===== src/rtl/instr_mem_loader_pkg.sv =====
// Shared types and constants for the instruction-memory loader and its RAM.
package instr_mem_loader_pkg;

  localparam int unsigned INSTR_W = 8;
  localparam logic [INSTR_W-1:0] FILL_INSTR_DEFAULT = 8'b00000000;

  typedef enum logic [1:0] {
    ST_IDLE = 2'd0,
    ST_LOAD = 2'd1,
    ST_RUN  = 2'd2
  } state_e;

  function automatic int unsigned idx_w(input int unsigned depth);
    return (depth > 1) ? $clog2(depth) : 1;
  endfunction

endpackage


===== src/rtl/instr_ram.sv =====
// DEPTH x INSTR_W instruction store: synchronous write, asynchronous read.
module instr_ram
  import instr_mem_loader_pkg::*;
#(
  parameter int unsigned DEPTH  = 32,
  parameter int unsigned ADDR_W = 8,
  parameter int unsigned AW     = idx_w(DEPTH)
) (
  input  logic               CLK,
  input  logic               we_i,
  input  logic [AW-1:0]      waddr_i,
  input  logic [INSTR_W-1:0] wdata_i,
  input  logic [ADDR_W-1:0]  raddr_i,
  output logic [INSTR_W-1:0] rdata_o
);

  logic [INSTR_W-1:0] mem_q [DEPTH];

  always_ff @(posedge CLK) begin
    if (we_i) mem_q[waddr_i] <= wdata_i;
  end

  // Out-of-range reads return zero; the top masks them anyway.
  always_comb begin
    rdata_o = '0;
    if (32'(raddr_i) < DEPTH) rdata_o = mem_q[raddr_i[AW-1:0]];
  end

endmodule


===== src/rtl/instr_mem_loader.sv =====
// Instruction-memory responder with a byte-wide valid/ready program loader;
// holds the CPU while a program is streamed in.
module instr_mem_loader
  import instr_mem_loader_pkg::*;
#(
  parameter int unsigned         DEPTH      = 32,
  parameter int unsigned         ADDR_W     = 8,
  parameter logic [INSTR_W-1:0]  FILL_INSTR = FILL_INSTR_DEFAULT
) (
  input  logic               CLK,
  input  logic               reset,
  input  logic               load_start,
  input  logic               load_valid,
  input  logic [INSTR_W-1:0] load_byte,
  input  logic               load_last,
  output logic               load_ready,
  input  logic [ADDR_W-1:0]  readingAddress,
  output logic [INSTR_W-1:0] instruction,
  output logic [ADDR_W-1:0]  prog_len,
  output logic               loaded,
  output logic               cpu_hold,
  output logic               overflow_err
);

  localparam int unsigned     AW      = idx_w(DEPTH);
  localparam logic [ADDR_W:0] DEPTH_C = (ADDR_W+1)'(DEPTH);

  state_e             state_q, state_d;
  logic [ADDR_W:0]    ptr_q, ptr_d;
  logic               loaded_q, loaded_d;
  logic               ovf_q, ovf_d;
  logic               ready_q, hold_q;
  logic               we;
  logic [INSTR_W-1:0] rdata;

  // The write pointer doubles as the program length: it only advances on
  // accepted writes and stops at DEPTH because the overflowing byte is dropped.
  always_comb begin
    state_d  = state_q;
    ptr_d    = ptr_q;
    loaded_d = loaded_q;
    ovf_d    = ovf_q;
    we       = 1'b0;
    unique case (state_q)
      ST_IDLE, ST_RUN: begin
        if (load_start) begin
          state_d  = ST_LOAD;
          ptr_d    = '0;
          ovf_d    = 1'b0;
          loaded_d = 1'b0;
        end
      end
      ST_LOAD: begin
        if (load_start) begin
          ptr_d    = '0;
          ovf_d    = 1'b0;
          loaded_d = 1'b0;
        end else if (load_valid && ready_q) begin
          if (ptr_q == DEPTH_C) begin
            ovf_d    = 1'b1;
            loaded_d = 1'b0;
            state_d  = ST_IDLE;
          end else begin
            we    = 1'b1;
            ptr_d = ptr_q + 1'b1;
            if (load_last) begin
              state_d  = ST_RUN;
              loaded_d = 1'b1;
            end
          end
        end
      end
      default: state_d = ST_IDLE;
    endcase
  end

  always_ff @(posedge CLK or negedge reset) begin
    if (!reset) begin
      state_q  <= ST_IDLE;
      ptr_q    <= '0;
      loaded_q <= 1'b0;
      ovf_q    <= 1'b0;
      ready_q  <= 1'b0;
      hold_q   <= 1'b1;
    end else begin
      state_q  <= state_d;
      ptr_q    <= ptr_d;
      loaded_q <= loaded_d;
      ovf_q    <= ovf_d;
      ready_q  <= (state_d == ST_LOAD);
      hold_q   <= (state_d != ST_RUN);
    end
  end

  instr_ram #(
    .DEPTH  (DEPTH),
    .ADDR_W (ADDR_W)
  ) u_ram (
    .CLK     (CLK),
    .we_i    (we),
    .waddr_i (ptr_q[AW-1:0]),
    .wdata_i (load_byte),
    .raddr_i (readingAddress),
    .rdata_o (rdata)
  );

  assign instruction  = (loaded_q && ({1'b0, readingAddress} < ptr_q)) ? rdata : FILL_INSTR;
  assign prog_len     = ptr_q[ADDR_W-1:0];
  assign loaded       = loaded_q;
  assign cpu_hold     = hold_q;
  assign load_ready   = ready_q;
  assign overflow_err = ovf_q;

endmodule


===== config.mk =====
export PLATFORM = sky130hd
export DESIGN_NAME = instr_mem_loader
export DESIGN_NICKNAME = d
export VERILOG_FILES = /design/src/rtl/instr_mem_loader_pkg.sv /design/src/rtl/instr_ram.sv /design/src/rtl/instr_mem_loader.sv
export SDC_FILE = /design/constraint.sdc
export NUM_CORES = 1
export LEC_CHECK = 0
export CORE_ASPECT_RATIO = 0.7
export CORE_MARGIN = 2
export CORE_UTILIZATION = 48
export CTS_CLUSTER_SIZE = 14
export DETAILED_ROUTE_END_ITERATION = 8
export GPL_TIMING_DRIVEN = 1
export PLACE_DENSITY = 0.72
export SKIP_LAST_GASP = 1
export SYNTH_ARGS = -nofsm -noshare
export SYNTH_HDL_FRONTEND = slang
export SYNTH_HIERARCHICAL = 1
export SYNTH_SLANG_ARGS = --single-unit

===== constraint.sdc =====
create_clock -name CLK -period 2.9 [get_ports CLK]
set_clock_uncertainty 0.1 [all_clocks]
set_input_delay 0.58 -clock CLK [delete_from_list [all_inputs] [get_ports CLK]]
set_output_delay 0.58 -clock CLK [all_outputs]
set_load 0.01 [all_outputs]

* After elaboration in Yosys (flattened, before gate mapping)
Memory sizes are Yosys's and may differ from the RTL's.
Index checks and enable logic that the tools add are counted.
** Storage, ports and cells
- Input port bits :: 21
- Register bits after elaboration :: 15
- Memories kept :: 1
- Bits in writable memories :: 256
- Word-level logic and storage cells :: 57
- Output and inout bits :: 20
** Memories
- u_ram.mem_q :: words 32, bits a word 8, rd ports 1, clocked after Yosys merged registers in 0, wr ports 1, line instr_ram.sv:17 : logic [INSTR_W-1:0] mem_q [DEPTH];
** Operators by class
- Reduce and logical (&&, ||, !) cells :: 8
- Add/sub/neg operators :: 1
- Order comparisons :: 2
- Muxes and demuxes :: 29
- Eq/ne operators :: 10
** Operator list (number)
- $mux W9 :: 4
- $pmux W9 S2 :: 1
- $mux W8 :: 2
- $mux W1 :: 14
- $reduce_and A4 Y1 :: 3
- $mux W2 :: 5
- $add A9 B1 Y9 const B :: 1
- $eq A9 B6 Y1 const B :: 1
- $lt A8 B9 Y1 :: 1
- $ne A3 B3 Y1 const B :: 3
- $lt A8 B6 Y1 const B :: 1
- $eq A2 B1 Y1 const B :: 2
- $ne A2 B2 Y1 const B :: 2
- $ne A4 B4 Y1 const B :: 1
- $pmux W1 S2 :: 2
- $pmux W2 S2 :: 1
- $eq A2 B2 Y1 const B :: 1
- $logic_and A1 B1 Y1 :: 2
- $logic_not A2 Y1 :: 1
- $reduce_bool A2 Y1 :: 1
- $reduce_or A2 Y1 :: 1

* Longest topological paths before layout
Gate-level depths: netlist of the first run.
- Depth after elaboration :: 7
- Depth in mapped cells :: 9
- Depth with buffers taken out :: 6

* Cells and area by module
Netlist of the first run, hierarchy kept.
** Modules (own cells, without submodules)
- instr_ram :: instances 1, sequential area each 7687.4 sq um, area an instance 10050.9 sq um, cells each 455
- instr_mem_loader :: instances 1, sequential area each 376.6 sq um, area an instance 1123.6 sq um, cells each 130

* Least setup slack after synthesis of the first run
No wires, ideal clock.
- Path kind :: in2reg
- Start :: input load_start
- End :: memory u_ram.mem_q[28][0], enable pin
- Stages on the path :: 5
- Data arrival time :: 2405 ps
- Buffers on the path :: 1
- Path slack :: 25 ps
- Setup time :: 370 ps
- Required time :: 2430 ps
- Path through :: or3b_1 > a211oi_2 > or3b_2 > clkbuf_1 > nor2_1
** On the way
- Cells in the longest elaborated chain, start to end :: 4
** RTL lines
- start: declaration :: line instr_mem_loader.sv:12 : input logic load_start,
- $mux W1 :: line instr_mem_loader.sv:54 : if (load_start) begin
- $mux W1 :: line instr_mem_loader.sv:44 : unique case (state_q)
- via we :: line instr_mem_loader.sv:33 : logic we;
- $mux W1 :: line instr_ram.sv:20 : if (we_i) mem_q[waddr_i] <= wdata_i;
- $mux W1 (implied by the code) :: line instr_ram.sv:20
- end: declaration :: line instr_ram.sv:17
The timed path passes the listed nets, and every way through them passes these cells.

* Worst setup path after layout of the first run
- Start :: input readingAddress[1]
- End :: output instruction[3]
** On the way
- Cells in the longest elaborated chain, start to end :: 3
- Elaborated cells between the ends (all ways) :: 6
- Classes of those cells :: order compare: 2; mux: 2; reduce/logical: 1; memory: 1
** RTL lines
- start: declaration :: line instr_mem_loader.sv:17 : input logic [ADDR_W-1:0] readingAddress,
- $mem_v2 Z32 W8 or $lt A8 B6 Y1 (tied branches)
- $mux W8 * :: line instr_ram.sv:26 : if (32'(raddr_i) < DEPTH) rdata_o = mem_q[raddr_i[AW-1:0]];
- via rdata[3] :: line instr_mem_loader.sv:34 : logic [INSTR_W-1:0] rdata;
- $mux W8 * :: line instr_mem_loader.sv:107 : assign instruction = (loaded_q && ({1'b0, readingAddress} < ptr_q)) ? rdata : FILL_INSTR;
- end: declaration :: line instr_mem_loader.sv:18 : output logic [INSTR_W-1:0] instruction,
The timed path passes the listed nets; every way through them passes the cells marked *.

==> results of run 1 <==
kinds of logic (layout without fill, tap and decap cells):
family,after synthesis,after routing
AO/OA/AOI/OAI,64,64
XOR/XNOR,1,1
adder cells (fa/ha/maj),9,9
buffers and inverters,43,205
flip-flops,271,271
multiplexers,90,90
AND/OR/NAND/NOR,107,107
cell usage after synthesis (2+ instances only):
library cell and count:
nor2_1 40, a22oi_1 8, nand2b_1 2, buf_6 6, o21ai_1 2, a21o_1 2, o21ai_0 2, nand4_1 4
mux4_1 7, nor2b_1 4, nand2_1 24, mux2i_1 21, nor3_1 3, inv_1 10, edfxtp_1 256, buf_2 8
nand3_1 4, dfrtp_1 14, or4_1 3, mux2_2 5, o211ai_1 6, mux4_2 57, a21oi_1 24, a31oi_1 4
o31ai_1 3, ha_1 9, or3_1 2, and2_1 3, and3_1 5, a31o_1 2, nand3b_1 5, clkbuf_1 3
or3b_2 3, buf_4 13, a221o_1 3
layout make-up:
type	instances	area, um2	share of cell area, %
Clock buffer	30	644	4.72
Clock inverter	11	133	0.972
Inverter	10	37.5	0.275
Multi-Input combinational cell	271	2990	21.9
Sequential cell	271	8060	59.1
Tap cell	312	390	2.86
Timing Repair Buffer	154	1390	10.2
power groups by stage:
stage	clock network (mW)	logic, mW	registers (mW)
2_1_floorplan	0	0.294	4.41
3_3_place_gp	0	0.576	4.41
3_5_place_dp	0	0.593	4.41
4_1_cts	3.23	0.659	4.33
5_1_grt	3.38	0.710	4.33
6_report	3.19	0.676	4.33
sequential cells by signal (all words and copies together), names as in the netlist:
name,count
ptr_q,9
load_ready,1
state_q,2
loaded,1
cpu_hold,1
u_ram/mem_q,256
overflow_err,1
layer usage:
metal | share of wire, % | vias up
met1 | 42 | 3302
met5 | 0 | -
met3 | 9.7 | 51
met2 | 46 | 360
li1 | - | 2683
met4 | 2.3 | 0
repair_timing:
item                                    4_1_cts  5_1_grt
pin swaps                                    11        3
setup buffers                                 6        0
gates resized for setup                      87        8
endpoints found under the setup margin        8        8
cloned                                        2        0
endpoints found under the hold margin         0        0
critical path, delay by kind of cell:
family / cells / cell delay [ns]
AOI/OAI and AO/OA: 3 / 0.62
buffers and inverters: 4 / 0.59
muxes: 2 / 0.44
and+or+nand+nor: 1 / 0.10
worst max path at each step:
stage,start,to,depth (start not counted)
2_1_floorplan,load_start,u_ram/mem_q[28][0],5
3_3_place_gp,readingAddress[1],instruction[2],9
3_5_place_dp,readingAddress[6],instruction[4],8
4_1_cts,u_ram/mem_q[16][7],instruction[7],8
5_1_grt,readingAddress[1],instruction[2],10
6_report,readingAddress[1],instruction[3],10
==> results.json, run 1 <==
{
  "hold_buffers": 0,
  "fin_hold_ws_ns": 0.413,
  "switching_share_pct": 21.2,
  "slowest_stage": "mux4_2",
  "p_per_area_mw_per_mm2": 601,
  "syn_nets": 615,
  "worst_r2r_endpoint": "u_ram/mem_q[12][2]",
  "via_per_inst": 6.04,
  "synth_xor_area_share_pct": 0.0784,
  "cpMostUsedCell": "buf_16",
  "cts_buffers": 25,
  "start_util_pct": 49.2,
  "tightest_slew_ns": 0.783,
  "rows": 46,
  "fmax_mhz": 332,
  "cp_cell_sequence": "buf_16 > buf_4 > buf_16 > mux4_2 > mux2i_4 > a221o_1 > a31oi_1 > nand2_1 > a21oi_1 > buf_2",
  "cts_tree": "yes",
  "cp.arrival_ns": 2.33,
  "period_share_pct": 104,
  "yosys.area_share.simple_pct": 4.79,
  "vias": 6396,
  "grt_max_degree": 33,
  "syn_area_per_cell_um2": 19.1,
  "routedWlPerCell_um": 25.5,
  "internal-power_mw": 6.46,
  "final_cell_mix": "edfxtp_1, buf_4, mux4_2, nor2_1, clkdlybuf4s50_1",
  "synth_edf_count": 256,
  "p_sw_mw": 1.74,
  "synth_top_area_cell": "edfxtp_1",
  "fill_cells": 1590,
  "yosysSeqAreaShare_pct": 72.2,
  "cellLeakagePower_nw": 4.61,
  "cts.sinks": 271,
  "antenna_found_initial": 0,
  "dr.pass1.iters": 5,
  "slew_headroom_pct": 47.6,
  "syn_area_mm2": 0.0112,
  "seqPwrFrac_pct": 52.8,
  "synthAdderAreaFrac_pct": 1.01,
  "crit_type": "input port to output port",
  "dp.final_hpwl_um": 17300,
  "use_met2_pct": 34.3,
  "grt_pass1_vias": 6489,
  "io_buffer_count": 40,
  "final_common_cell": "edfxtp_1",
  "ant_nets": 0,
  "die_w_um": 186,
  "synth-seq-cells": 271,
  "hp-class": "input port to async pin",
  "rsz0062_at_grt": "yes",
  "synth.top_cells.by_area": "edfxtp_1, mux4_2, dfrtp_1, mux2i_1, mux4_1",
  "stdcell_count": 1059,
  "fin_util_pct": 60.0,
  "area_growth_pct": 22.1,
  "gr-usage-all-layers_pct": 22.3,
  "status": "complete, but fails checks",
  "grt_use_met3_pct": 4.81,
  "antenna_cells": 0,
  "dp_cells": 1010,
  "startpoint_type": "input port",
  "maxCapViolCount": 0,
  "p_total_mw": 8.20,
  "drt_wl_total_um": 27000,
  "reg2reg_from": "state_q[0]",
  "use_met1_pct": 32.8,
  "drive_gt1_share_pct": 35.2,
  "drc": 0,
  "report.final.slew_viol_count": 0,
  "insertion_delay_ns": 0.53,
  "critPathMaxFanout": 12,
  "dieArea_mm2": 0.0245,
  "synth_compound_area_share_pct": 3.82,
  "synth_cells": 585,
  "io_pins": 41,
  "synth_cell_types": 53,
  "die_h_um": 132,
  "fin_setup_tns_ns": -0.496,
  "p_comb_share_pct": 8.2,
  "vdd_drop_max_mv": 0.539,
  "finalSetupViolations": 8,
  "rr_worst_depth": 5,
  "min_period_ns": 3.01,
  "fin_ws_ns": -0.108,
  "clockRootBuffer": "clkbuf_16",
  "clockPowerShare_pct": 38.9,
  "core_area_mm2": 0.0227,
  "grt_pass1_wl_um": 40500,
  "grt_overflow": 0,
  "cts.htree.levels": 1,
  "yosysTopAreaCellShare_pct": 68.8,
  "synthFlopType": "edfxtp_1",
  "final_nets": 763,
  "dpl_worst_slack_ns": -0.650,
  "finalInstanceArea_mm2": 0.0136,
  "finalWeightedCongestion": 0.997,
  "clkSlewWorstSetupHoldPaths_ns": 0.06,
  "synthMuxAreaShare_pct": 15.5,
  "reg2reg_slack_ns": 0.24,
  "slowest_delay_ns": 0.36,
  "violations": "setup timing",
  "top_usage_layer": "met2",
  "ys.warnings.count": 6,
  "cp_data_required_time_ns": 2.22,
  "synth_top_family_by_area": "multiplexers",
  "hold_viol": 0,
  "drt_iter0_drc": 887,
  "dpl_cell_area_mm2": 0.0126,
  "async_flop_share_pct": 5.54,
  "crit_path_end_kind": "output port",
  "clockBufferDepth": 3
}
Power figures use the tool's default switching activity.
==> run 2, diff against run 1 <==
--- a/config.mk
+++ b/config.mk
@@ -11,6 +11,7 @@
 export CTS_CLUSTER_SIZE = 14
 export DETAILED_ROUTE_END_ITERATION = 8
 export GPL_TIMING_DRIVEN = 1
+export HOLD_SLACK_MARGIN = 0.1
 export PLACE_DENSITY = 0.72
 export SKIP_LAST_GASP = 1
 export SYNTH_ARGS = -nofsm -noshare
==> results of run 2 <==
Final layout, timing and power as in run 1 (identical DEF).
